**src/rtl/control_sequencer_pkg.sv**
```systemverilog
// Shared definitions for the CPU control path: opcode values, micro-step
// indices and the layout of the control word. The same names are used by
// the instruction register and ALU decode, so the encodings here are the
// single source of truth for the datapath.
package control_sequencer_pkg;

  // Upper nibble of the instruction register. Values 9..D are unassigned
  // and decode as NOP.
  typedef enum logic [3:0] {
    OP_NOP = 4'h0,
    OP_LDA = 4'h1,
    OP_ADD = 4'h2,
    OP_SUB = 4'h3,
    OP_STA = 4'h4,
    OP_LDI = 4'h5,
    OP_JMP = 4'h6,
    OP_JC  = 4'h7,
    OP_JZ  = 4'h8,
    OP_OUT = 4'hE,
    OP_HLT = 4'hF
  } opcode_e;

  // Micro-step indices: T0/T1 fetch, T2..T4 execute.
  localparam logic [2:0] T0 = 3'd0;
  localparam logic [2:0] T1 = 3'd1;
  localparam logic [2:0] T2 = 3'd2;
  localparam logic [2:0] T3 = 3'd3;
  localparam logic [2:0] T4 = 3'd4;

  // Control word, every bit active-high. The program counter bus driver is
  // carried here as 'co' and only inverted to co_n at the block boundary,
  // so an all-zero word is the fully inactive word.
  typedef struct packed {
    logic mi;   // memory address register load
    logic ri;   // RAM write
    logic ro;   // RAM drives bus
    logic ii;   // instruction register load
    logic io;   // instruction operand drives bus
    logic ai;   // A register load
    logic ao;   // A register drives bus
    logic bi;   // B register load
    logic eo;   // ALU drives bus
    logic su;   // ALU subtract
    logic fi;   // flags register load
    logic oi;   // output register load
    logic ce;   // program counter count enable
    logic j;    // program counter load from bus
    logic co;   // program counter drives bus
    logic hlt;  // halt indicator
  } ctrl_t;

  localparam ctrl_t CTRL_IDLE = '0;

endpackage

```
**src/rtl/control_sequencer_microcode_rom.sv**
```systemverilog
// Microcode ROM for the control sequencer. Purely combinational: maps the
// current opcode, micro-step and flags to a control word, and raises 'last'
// on the final step of the instruction so the step counter wraps to T0.
//
// Ports:
//   opcode  in   4  instruction register upper nibble
//   step    in   3  current micro-step
//   cf      in   1  carry flag (only consulted by JC at T2)
//   zf      in   1  zero flag (only consulted by JZ at T2)
//   cw      out  -  control word (ctrl_t, active-high fields)
//   last    out  1  this step is the final step of the instruction
module microcode_rom
  import control_sequencer_pkg::*;
(
  input  logic [3:0] opcode,
  input  logic [2:0] step,
  input  logic       cf,
  input  logic       zf,
  output ctrl_t      cw,
  output logic       last
);

  always_comb begin
    // NOTE: every output gets a default before the case so no path leaves
    // a value held, which would otherwise infer a latch.
    cw   = CTRL_IDLE;
    last = 1'b0;

    unique case (step)
      // Fetch is common to all instructions and ignores the opcode, which
      // is still the previous instruction's until the T1 edge loads ii.
      T0: begin
        cw.co = 1'b1;
        cw.mi = 1'b1;
      end

      T1: begin
        cw.ro = 1'b1;
        cw.ii = 1'b1;
        cw.ce = 1'b1;
      end

      T2: begin
        case (opcode)
          OP_LDA, OP_ADD, OP_SUB, OP_STA: begin
            cw.io = 1'b1;
            cw.mi = 1'b1;
          end
          OP_LDI: begin
            cw.io = 1'b1;
            cw.ai = 1'b1;
            last  = 1'b1;
          end
          OP_JMP: begin
            cw.io = 1'b1;
            cw.j  = 1'b1;
            last  = 1'b1;
          end
          // Conditional jumps always put the operand on the bus; only the
          // PC load depends on the flag, so the length is fixed at 3.
          OP_JC: begin
            cw.io = 1'b1;
            cw.j  = cf;
            last  = 1'b1;
          end
          OP_JZ: begin
            cw.io = 1'b1;
            cw.j  = zf;
            last  = 1'b1;
          end
          OP_OUT: begin
            cw.ao = 1'b1;
            cw.oi = 1'b1;
            last  = 1'b1;
          end
          OP_HLT: begin
            cw.hlt = 1'b1;
            last   = 1'b1;
          end
          // NOP and the unassigned opcodes: one empty execute step.
          default: last = 1'b1;
        endcase
      end

      T3: begin
        case (opcode)
          OP_LDA: begin
            cw.ro = 1'b1;
            cw.ai = 1'b1;
            last  = 1'b1;
          end
          OP_ADD, OP_SUB: begin
            cw.ro = 1'b1;
            cw.bi = 1'b1;
          end
          OP_STA: begin
            cw.ao = 1'b1;
            cw.ri = 1'b1;
            last  = 1'b1;
          end
          // Not reachable for a well-formed sequence; wrap defensively.
          default: last = 1'b1;
        endcase
      end

      T4: begin
        if (opcode == OP_ADD || opcode == OP_SUB) begin
          cw.eo = 1'b1;
          cw.ai = 1'b1;
          cw.fi = 1'b1;
          cw.su = (opcode == OP_SUB);
        end
        last = 1'b1;
      end

      default: last = 1'b1;
    endcase
  end

endmodule

```
**src/rtl/control_sequencer.sv**
```systemverilog
// Control sequencer for the 8-bit CPU. Holds the micro-step counter and the
// halt register, and gates the microcode ROM output with reset and halt.
// Control outputs are combinational from the registered state and the
// opcode/flag inputs; the datapath samples them on the next rising edge.
//
// Ports:
//   clk     in   1  system clock, rising-edge
//   clr_n   in   1  asynchronous active-low reset
//   opcode  in   4  instruction register upper nibble
//   cf, zf  in   1  carry / zero flags
//   mi ri ro ii io ai ao bi eo su fi oi ce j hlt
//           out  1  active-high control strobes
//   co_n    out  1  program counter drives bus (active-low)
//   step    out  3  current micro-step (debug)
module control_sequencer
  import control_sequencer_pkg::*;
#(
  parameter int MAX_STEP = 4
) (
  input  logic       clk,
  input  logic       clr_n,
  input  logic [3:0] opcode,
  input  logic       cf,
  input  logic       zf,
  output logic       mi,
  output logic       ri,
  output logic       ro,
  output logic       ii,
  output logic       io,
  output logic       ai,
  output logic       ao,
  output logic       bi,
  output logic       eo,
  output logic       su,
  output logic       fi,
  output logic       oi,
  output logic       ce,
  output logic       j,
  output logic       co_n,
  output logic       hlt,
  output logic [2:0] step
);

  localparam logic [2:0] LAST_STEP = 3'(MAX_STEP);

  logic [2:0] step_q, step_d;
  logic       halted_q, halted_d;
  ctrl_t      rom_cw;
  logic       rom_last;
  ctrl_t      ctrl;

  microcode_rom u_rom (
    .opcode (opcode),
    .step   (step_q),
    .cf     (cf),
    .zf     (zf),
    .cw     (rom_cw),
    .last   (rom_last)
  );

  // State register.
  always_ff @(posedge clk or negedge clr_n) begin
    if (!clr_n) begin
      step_q   <= T0;
      halted_q <= 1'b0;
    end else begin
      // NOTE: non-blocking assignments for all clocked state, so every
      // register samples the pre-edge values regardless of statement order.
      step_q   <= step_d;
      halted_q <= halted_d;
    end
  end

  // Next-state logic. Once halted the counter freezes at T2; only reset
  // leaves the halted state.
  always_comb begin
    step_d   = step_q;
    halted_d = halted_q;
    if (!halted_q) begin
      if (step_q == T2 && opcode == OP_HLT) begin
        halted_d = 1'b1;
      end else if (rom_last || step_q == LAST_STEP) begin
        step_d = T0;
      end else begin
        step_d = step_q + 3'd1;
      end
    end
  end

  // Output gating. Reset is applied combinationally so an instruction
  // aborted mid-step drops its strobes in the same cycle clr_n falls.
  always_comb begin
    ctrl = rom_cw;
    if (!clr_n) begin
      ctrl = CTRL_IDLE;
    end else if (halted_q) begin
      ctrl     = CTRL_IDLE;
      ctrl.hlt = 1'b1;
    end
  end

  assign mi   = ctrl.mi;
  assign ri   = ctrl.ri;
  assign ro   = ctrl.ro;
  assign ii   = ctrl.ii;
  assign io   = ctrl.io;
  assign ai   = ctrl.ai;
  assign ao   = ctrl.ao;
  assign bi   = ctrl.bi;
  assign eo   = ctrl.eo;
  assign su   = ctrl.su;
  assign fi   = ctrl.fi;
  assign oi   = ctrl.oi;
  assign ce   = ctrl.ce;
  assign j    = ctrl.j;
  assign co_n = ~ctrl.co;
  assign hlt  = ctrl.hlt;
  assign step = step_q;

endmodule

```
**config.mk**
```make
export PLATFORM = sky130hd
export DESIGN_NAME = control_sequencer
export DESIGN_NICKNAME = d
export VERILOG_FILES = /design/src/rtl/control_sequencer_pkg.sv /design/src/rtl/control_sequencer_microcode_rom.sv /design/src/rtl/control_sequencer.sv
export SDC_FILE = /design/constraint.sdc
export NUM_CORES = 1
export LEC_CHECK = 0
export ABC_AREA = 1
export ABC_CLOCK_PERIOD_IN_PS = 1650
export CAP_MARGIN = 20
export CORE_MARGIN = 5
export CORE_UTILIZATION = 30
export DETAILED_ROUTE_END_ITERATION = 10
export SETUP_SLACK_MARGIN = 0.1
export SYNTH_ARGS = -nofsm -noshare
export SYNTH_HDL_FRONTEND = slang
export SYNTH_HIERARCHICAL = 1
export SYNTH_SLANG_ARGS = --single-unit
```
**constraint.sdc**
```tcl
create_clock -name clk -period 1.65 [get_ports clk]
set_input_delay 0.495 -clock clk [delete_from_list [all_inputs] [get_ports clk]]
set_output_delay 0.495 -clock clk [all_outputs]
set_load 0.03 [all_outputs]
```
Word-level counts from Yosys, hierarchy flattened
Cells that the tools add are included.

Bits in latches: 0. Word-level logic and storage cells: 63. Output and inout bits: 19. Input port bits: 8. RAM bits: 0. ROM bits: 0. Flip-flop bits (word level): 4. Memories kept: 0.

Muxes and demuxes: 33. Shifts and indexed selects: 0. Equal/unequal tests: 14. $mul: 0. Magnitude comparators: 0. $add $sub $neg: 1. Reduce and logical (&&, ||, !) cells: 10. Bitwise operators: 3. Divide/modulo/power cells: 0.

Operators by type and width (count): 2-to-1 mux 16 bit (2); 2-to-1 mux 1 bit (22); equality test 4 x 3 -> 1 bit (second input constant) (4); equality test 4 bit (second input constant) (3); 2-to-1 mux 3 bit (3); one-hot mux 1 bit (3 select lines) (3); equality test 4 x 2 -> 1 bit (second input constant) (2); OR reduction 8 bit (1); equality test 3 x 2 -> 1 bit (second input constant) (2); one-hot mux 1 bit (2 select lines) (3); equality test 4 x 1 -> 1 bit (second input constant) (1); OR reduction 2 bit (2); OR reduction 4 bit (1); adder 3 x 1 -> 3 bit (second input constant) (1); equality test 3 x 1 -> 1 bit (second input constant) (1); equality test 3 bit (second input constant) (1); zero test 3 bit (1); inverter 1 bit (3); OR reduction 3 bit (1); logical OR 1 bit (2); AND reduction 2 bit (1); logical AND 1 bit (1).

Logic depth before layout (Yosys ltp)
Gate-level depths: netlist of the first run.

Word-level depth: 7. Mapped depth: 10. Depth with buffers taken out: 10.

Modules after synthesis
Netlist of the first run, hierarchy kept.

By module, submodules not included: control_sequencer (cells an instance 72, area each 406.6 µm², times used 1, sequential area each 100.1 µm²); microcode_rom (cells an instance 67, area each 292.8 µm², times used 1, sequential area each 0.0 µm²).

Worst setup path after synthesis of the first run
OpenSTA, ideal clock, no wires.

Path kind: register to output. Start point: reg step_q[2], in the netlist step[2]. End point: out eo. Data arrival time: 1.546 ns. Cell stages (with the launch flop): 8. Data required time: 1.155 ns. Path buffers: 1. Setup slack: -0.391 ns. Path through: dfrtp_1 -> nand2_1 -> nor2_1 -> nand2_1 -> inv_1 -> buf_4 -> nand2_1 -> nor2_1.

RTL lines: start, declared (RTL line control_sequencer.sv:46) `logic [2:0] step_q, step_d;`; start signal, assigned (RTL line control_sequencer.sv:69) `step_q <= step_d;`; end, declared (RTL line control_sequencer.sv:33) `output logic eo,`.

==> impl_metrics.yaml, run 1 <==
worst_hold_path:
  hp-class: "in -> async"
critical_path:
  cp.arrival_ns: 1.45
  r2r_slack_ns: 0.21
  startpoint: "step[0]"
  crit_chain: "inv_2 -> nand2_1 -> nor2_1 -> nand2_1 -> nor2_1 -> nand2_2 -> nor2_4 -> buf_6"
  crit_slowest_cell: "dfrtp_2"
  cpPeakStageDelay_ns: 0.45
  timing.rr.end: "step[2]"
  start_kind: "register"
  cp.required_ns: 1.15
  critPathKind: "reg -> out"
  path_max_fanout: 5
  cp-end-kind: "primary output"
  r2r_cells: 9
  reg2reg_from: "step[0]"
sta:
  rsz0062_at_grt: "true"
  setup_viol: 17
  min_period_ns: 1.95
  setup_ws_ns: -0.300
  period_share_pct: 118
  clock_skew_ns: 0.00721
  tightest_slew_ns: 0.268
  slew_viol_final: 0
  fin_hold_ws_ns: 0.285
  finalHoldViolations: 0
  slew_headroom_pct: 82.1
  fmax_mhz: 513
power:
  ir_drop_mv: 0.257
  switching_share_pct: 29.9
  combPwrFrac_pct: 34.9
  share_seq_of_total_power_pct: 27.9
  p_int_mw: 0.248
  power_switching_mw: 0.106
  cellLeakagePower_nw: 0.673
  power_per_cell_area_nw_per_um2: 247
  p_clk_share_pct: 37.2
placed_design:
  io_buffers: 26
  dpl_cell_area_um2: 1160
  dp.final_hpwl_um: 1710
  dp_cells: 202
  gp_routability_congestion: 0.915
floorplanning:
  core_um2: 2210
  ioPinCount: 27
  initial_core_util_pct: 31.6
  fp-row-count: 17
  die_area_um2: 3400
  die_w_um: 58.3
  die_h_um: 58.3
detailed_routing:
  vias: 973
  drt_iter0_drc: 21
  drc: 0
  antenna_left: 0
  wl_um: 2280
  wl_per_cell_um: 10.6
  firstDrtPassIters: 4
  viasPerCell: 4.53
finish:
  multi_input_area_um2: 669
  fin_cells: 215
  syn_to_final_growth_pct: 105
  register_area_um2: 104
  finish.net_count: 199
  final_area_um2: 1430
  fillers: 191
  antenna_cells: 0
  layout-drive-gt1-share_pct: 52.4
outcome:
  status: "finished with violations"
  failed_checks: "negative setup slack"
clock_network:
  ctsRootBufferMaster: "clkbuf_4"
  clockBufferDepth: 2
  cts_max_level: 1
  cts_made_buffers: 3
  clkTransAtPathRegs_ns: 0.04
  clock-sinks: 4
  clkLatencyLatePin_ns: 0.23
  tritoncts: "done"
logic_synthesis:
  avgSynthCellArea_um2: 5.03
  synth_area_um2: 699
  synthDistinctLibCells: 17
  syn_inst: 139
  synth-seq-cells: 4
  synth-xor-area-share_pct: 0
  synthAdderAreaFrac_pct: 5.37
  synth_compound_area_share_pct: 3.40
  synth-seq-area-share_pct: 14.3
  synth_top_family_by_area: "simple AND/OR/NAND/NOR gates"
  yosys_warnings: 6
  synth_mux_area_share_pct: 0
  syn-num-nets: 150
  synth-simple-area-share_pct: 61.2
global_route:
  grt_use_met2_pct: 27.3
  grt_pass1_wl_um: 3910
  grt-ovfl-total: 0
  grt.total_usage_pct: 14.2
  antenna_found_initial: 0
  grt-busiest-layer: "met2"
  met3_usage_pct: 0.891
  grt_pass1_vias: 953
  grt_max_degree: 17
  grt_use_met1_pct: 15.8
job:
  max_cap_violations: 0
-- placed cells by master, fill, tap and decap left out, types with 2 or more instances in the layout --
cell type / n
nand4_1: 2
buf_6: 25
nor2_4: 20
inv_2: 6
ha_1: 3
nor2_2: 3
buf_12: 3
nor2_1: 18
buf_4: 15
clkbuf_4: 3
dlygate4sd2_1: 2
nand2_1: 38
dfrtp_2: 3
nand3_1: 9
inv_1: 12
nand2_2: 12
a21oi_1: 2
-- cells by family (layout without fill, tap and decap cells) --
| logic type | after synthesis | in the layout |
|---|---|---|
| AO/OA/AOI/OAI | 4 | 4 |
| adder cells (fa/ha/maj) | 3 | 3 |
| buffers and inverters | 24 | 72 |
| flip-flops | 4 | 4 |
| AND/OR/NAND/NOR | 104 | 104 |
-- metal layers --
layer  routed length (µm)  vias to the layer above
met5                    0                        -
met3                   97                        2
li1                     -                      512
met2                 1280                       24
met4                   14                        0
met1                  894                      435
-- flip-flops by register name, summed over array words and instances, names as in the netlist --
signal	flops
step	3
halted_q	1
-- cell type report --
cell class	count	share of cell area (%)
tap	28	2.45
multi-input combinational	111	46.8
timing repair buffer	48	36.0
sequential	4	7.26
clock buffer	4	1.84
inverter	20	5.68
-- cell usage after synthesis (all sizes together) --
cell type | instances | area, µm²
buf | 4 | 35.0
nand3 | 9 | 45.0
nand4 | 2 | 12.5
a21oi | 2 | 10.0
dfrtp | 4 | 100
inv | 20 | 75.1
nand2 | 51 | 204
nor2 | 41 | 161
ha | 3 | 37.5
o21ai | 2 | 13.8
nor3 | 1 | 5.00
-- stage by stage --
stage | utilization (%) | power, mW | setup TNS (ns) | setup slack [ns]
floorplan | - | 0.149 | -0.240 | -0.0632
global placement | 52.3 | 0.194 | -11.67 | -0.778
detailed placement | 52.3 | 0.194 | -11.82 | -0.791
CTS | 63.1 | 0.356 | -3.37 | -0.283
global route | 64.7 | 0.370 | -5.15 | -0.408
finish | 64.7 | 0.353 | -3.66 | -0.300
-- worst max path at each step --
stage          endpoint  slack (ns)  cells after the start
2_1_floorplan         j       -0.06                      7
3_3_place_gp         su       -0.78                      9
3_5_place_dp         su       -0.79                      9
4_1_cts               j       -0.28                      8
5_1_grt              su       -0.41                      8
6_report             su       -0.30                      8
-- timing repair --
item | CTS | global route
cloned | 1 | 0
resized for setup | 70 | 8
pin swaps | 16 | 1
buffers inserted | 7 | 1
endpoints found under the setup margin | 19 | 19
hold buffers | 0 | 0
-- worst max-delay path, delay by kind of cell, from the launching register on --
kind	cells	cell delay, ns
flip-flops	1	0.45
AND/OR/NAND/NOR	6	0.54
buffers and inverters	2	0.22
-- power by group through the flow --
stage	clock network [mW]	registers (mW)	logic, mW
after floorplan	0	0.0999	0.0492
final	0.132	0.0985	0.123
after global placement	0	0.0998	0.0940
after detailed placement	0	0.0998	0.0946
after CTS	0.137	0.0985	0.121
after global routing	0.141	0.0984	0.131
Power figures use the tool's default switching activity.
==> run 2: changes to the inputs <==
Settings changed: RECOVER_POWER set to 50.
==> run 2 against run 1 <==
Against the previous run: the run still ends with negative setup slack left; wire length is the same; count of clock-buffer cells in the layout is the same; via count is the same; fmax is essentially flat; critical endpoint unchanged; largest cell class unchanged.
==> impl_metrics.yaml, run 2 (synthesized netlist as in run 1, its figures left out) <==
finish:
  finish.utilization_pct: 64.5
  antenna_cells: 0
  layout-drive-gt1-share_pct: 51.3
  largest_register_ffs: 3
  layout_commonest_cell: "nand2_1"
  final_cell_mix: "nand2_1, buf_6, nor2_4, nor2_1, buf_4"
  finish.net_count: 199
  syn_to_final_growth_pct: 104
  fillers: 192
  fin_cells: 215
clock_network:
  clkLatencyLatePin_ns: 0.23
  clock-sinks: 4
  postCtsHoldBufs: 0
  cts_made_buffers: 3
  tritoncts: "done"
  clkTransAtPathRegs_ns: 0.04
  ctsRootBufferMaster: "clkbuf_4"
  clockBufferDepth: 2
  cts_max_level: 1
global_route:
  antenna_found_initial: 0
  grt-ovfl-total: 0
  grt_max_degree: 17
  grt.total_usage_pct: 14.2
  grt_pass1_wl_um: 3910
  grt_pass1_vias: 953
outcome:
  failed_checks: "negative setup slack"
  status: "finished with violations"
sta:
  setup_ws_ns: -0.300
  slew_viol_final: 0
  finalHoldViolations: 0
  tightest_slew_ns: 0.268
  min_period_ns: 1.95
  fin_hold_ws_ns: 0.436
  clock_skew_ns: 0.00721
  setup_viol: 17
  period_share_pct: 118
  fmax_mhz: 513
  slew_headroom_pct: 82.1
  rsz0062_at_grt: "true"
critical_path:
  cp.required_ns: 1.15
  r2r_slack_ns: 0.21
  critPathKind: "reg -> out"
  startpoint: "step[0]"
  timing.rr.end: "step[2]"
  path_max_fanout: 5
  critPathCapture: "su"
  cp-end-kind: "primary output"
  start_kind: "register"
  cp.arrival_ns: 1.45
  r2r_cells: 9
  reg2reg_from: "step[0]"
floorplanning:
  ioPinCount: 27
  fp-row-count: 17
  die_h_um: 58.3
  core_um2: 2210
  die_w_um: 58.3
  die_area_um2: 3400
  initial_core_util_pct: 31.6
detailed_routing:
  firstDrtPassIters: 4
  wl_per_cell_um: 10.6
  viasPerCell: 4.53
  wl_um: 2280
  drt_iter0_drc: 23
  antenna_left: 0
  drc: 0
  vias: 973
placed_design:
  dp_cells: 202
  gp_routability_congestion: 0.915
  io_buffers: 26
  dp.final_hpwl_um: 1710
power:
  finalPower_mw: 0.352
  power_per_cell_area_nw_per_um2: 247
  cellLeakagePower_nw: 0.668
  ir_drop_mv: 0.256
worst_hold_path:
  hp-class: "in -> async"
job:
  max_cap_violations: 0
run 2: cell count changes in the layout (fill, tap and decap cells not counted):
cell,previous run,this run
buf_4,15,14
clkbuf_1,1,2
clkdlybuf4s15_2,1,0
clkdlybuf4s25_1,0,1
run 2: final cells by class:
type,instances,area (µm²),share of cell area (%)
multi-input cells,111,669,46.9
well taps,28,35.0,2.46
clock buffers,4,26.3,1.84
flip-flops and latches,4,104,7.28
inverters,20,81.3,5.70
repair buffers,48,510,35.8
run 2: report_power, final:
group	internal, mW	switching [mW]
Sequential	0.0985	0
Combinational	0.0575	0.0646
Clock	0.0908	0.0409
Total	0.247	0.105
run 2: worst min path at each step:
stage	start	end	slack (ns)	cells past startpoint
after floorplan	clr_n	halted_q	0.20	0
after global placement	halted_q	step[2]	0.50	2
after detailed placement	halted_q	step[2]	0.51	2
after CTS	clr_n	step[2]	0.28	2
after global routing	clr_n	step[2]	0.47	2
final	clr_n	step[2]	0.44	2
run 2: stage by stage:
step	setup WS [ns]	TNS (ns)	cell area (µm²)
floorplan	-0.0632	-0.240	850
detailed placement	-0.791	-11.82	1160
global route	-0.408	-5.47	1430
CTS	-0.283	-3.37	1400
finish	-0.300	-4.09	1430
global placement	-0.778	-11.67	1160
run 2: per-layer routing:
layer / global-route usage, % / routed length (µm) / vias to the layer above
met1: 15.8 / 902 / 437
met2: 27.3 / 1270 / 22
met5: 0 / 0 / -
met3: 0.891 / 90 / 2
li1: - / - / 512
met4: 5.96 / 14 / 0
run 2: worst max-delay path: stages, from the launching register on:
cell	delay [ns]
dfrtp_2	0.45
inv_2	0.09
nand2_1	0.07
nor2_1	0.09
nand2_1	0.09
nor2_1	0.12
nand2_2	0.08
nor2_4	0.09
buf_6	0.13
run 2: repair_timing:
| item | 4_1_cts | 5_1_grt |
|---|---|---|
| setup buffers | 7 | 1 |
| resized for setup | 70 | 8 |
| setup endpoints to repair | 19 | 19 |
| cloned | 1 | 0 |
| pin swaps | 16 | 1 |
| endpoints found under the hold margin | 0 | 0 |
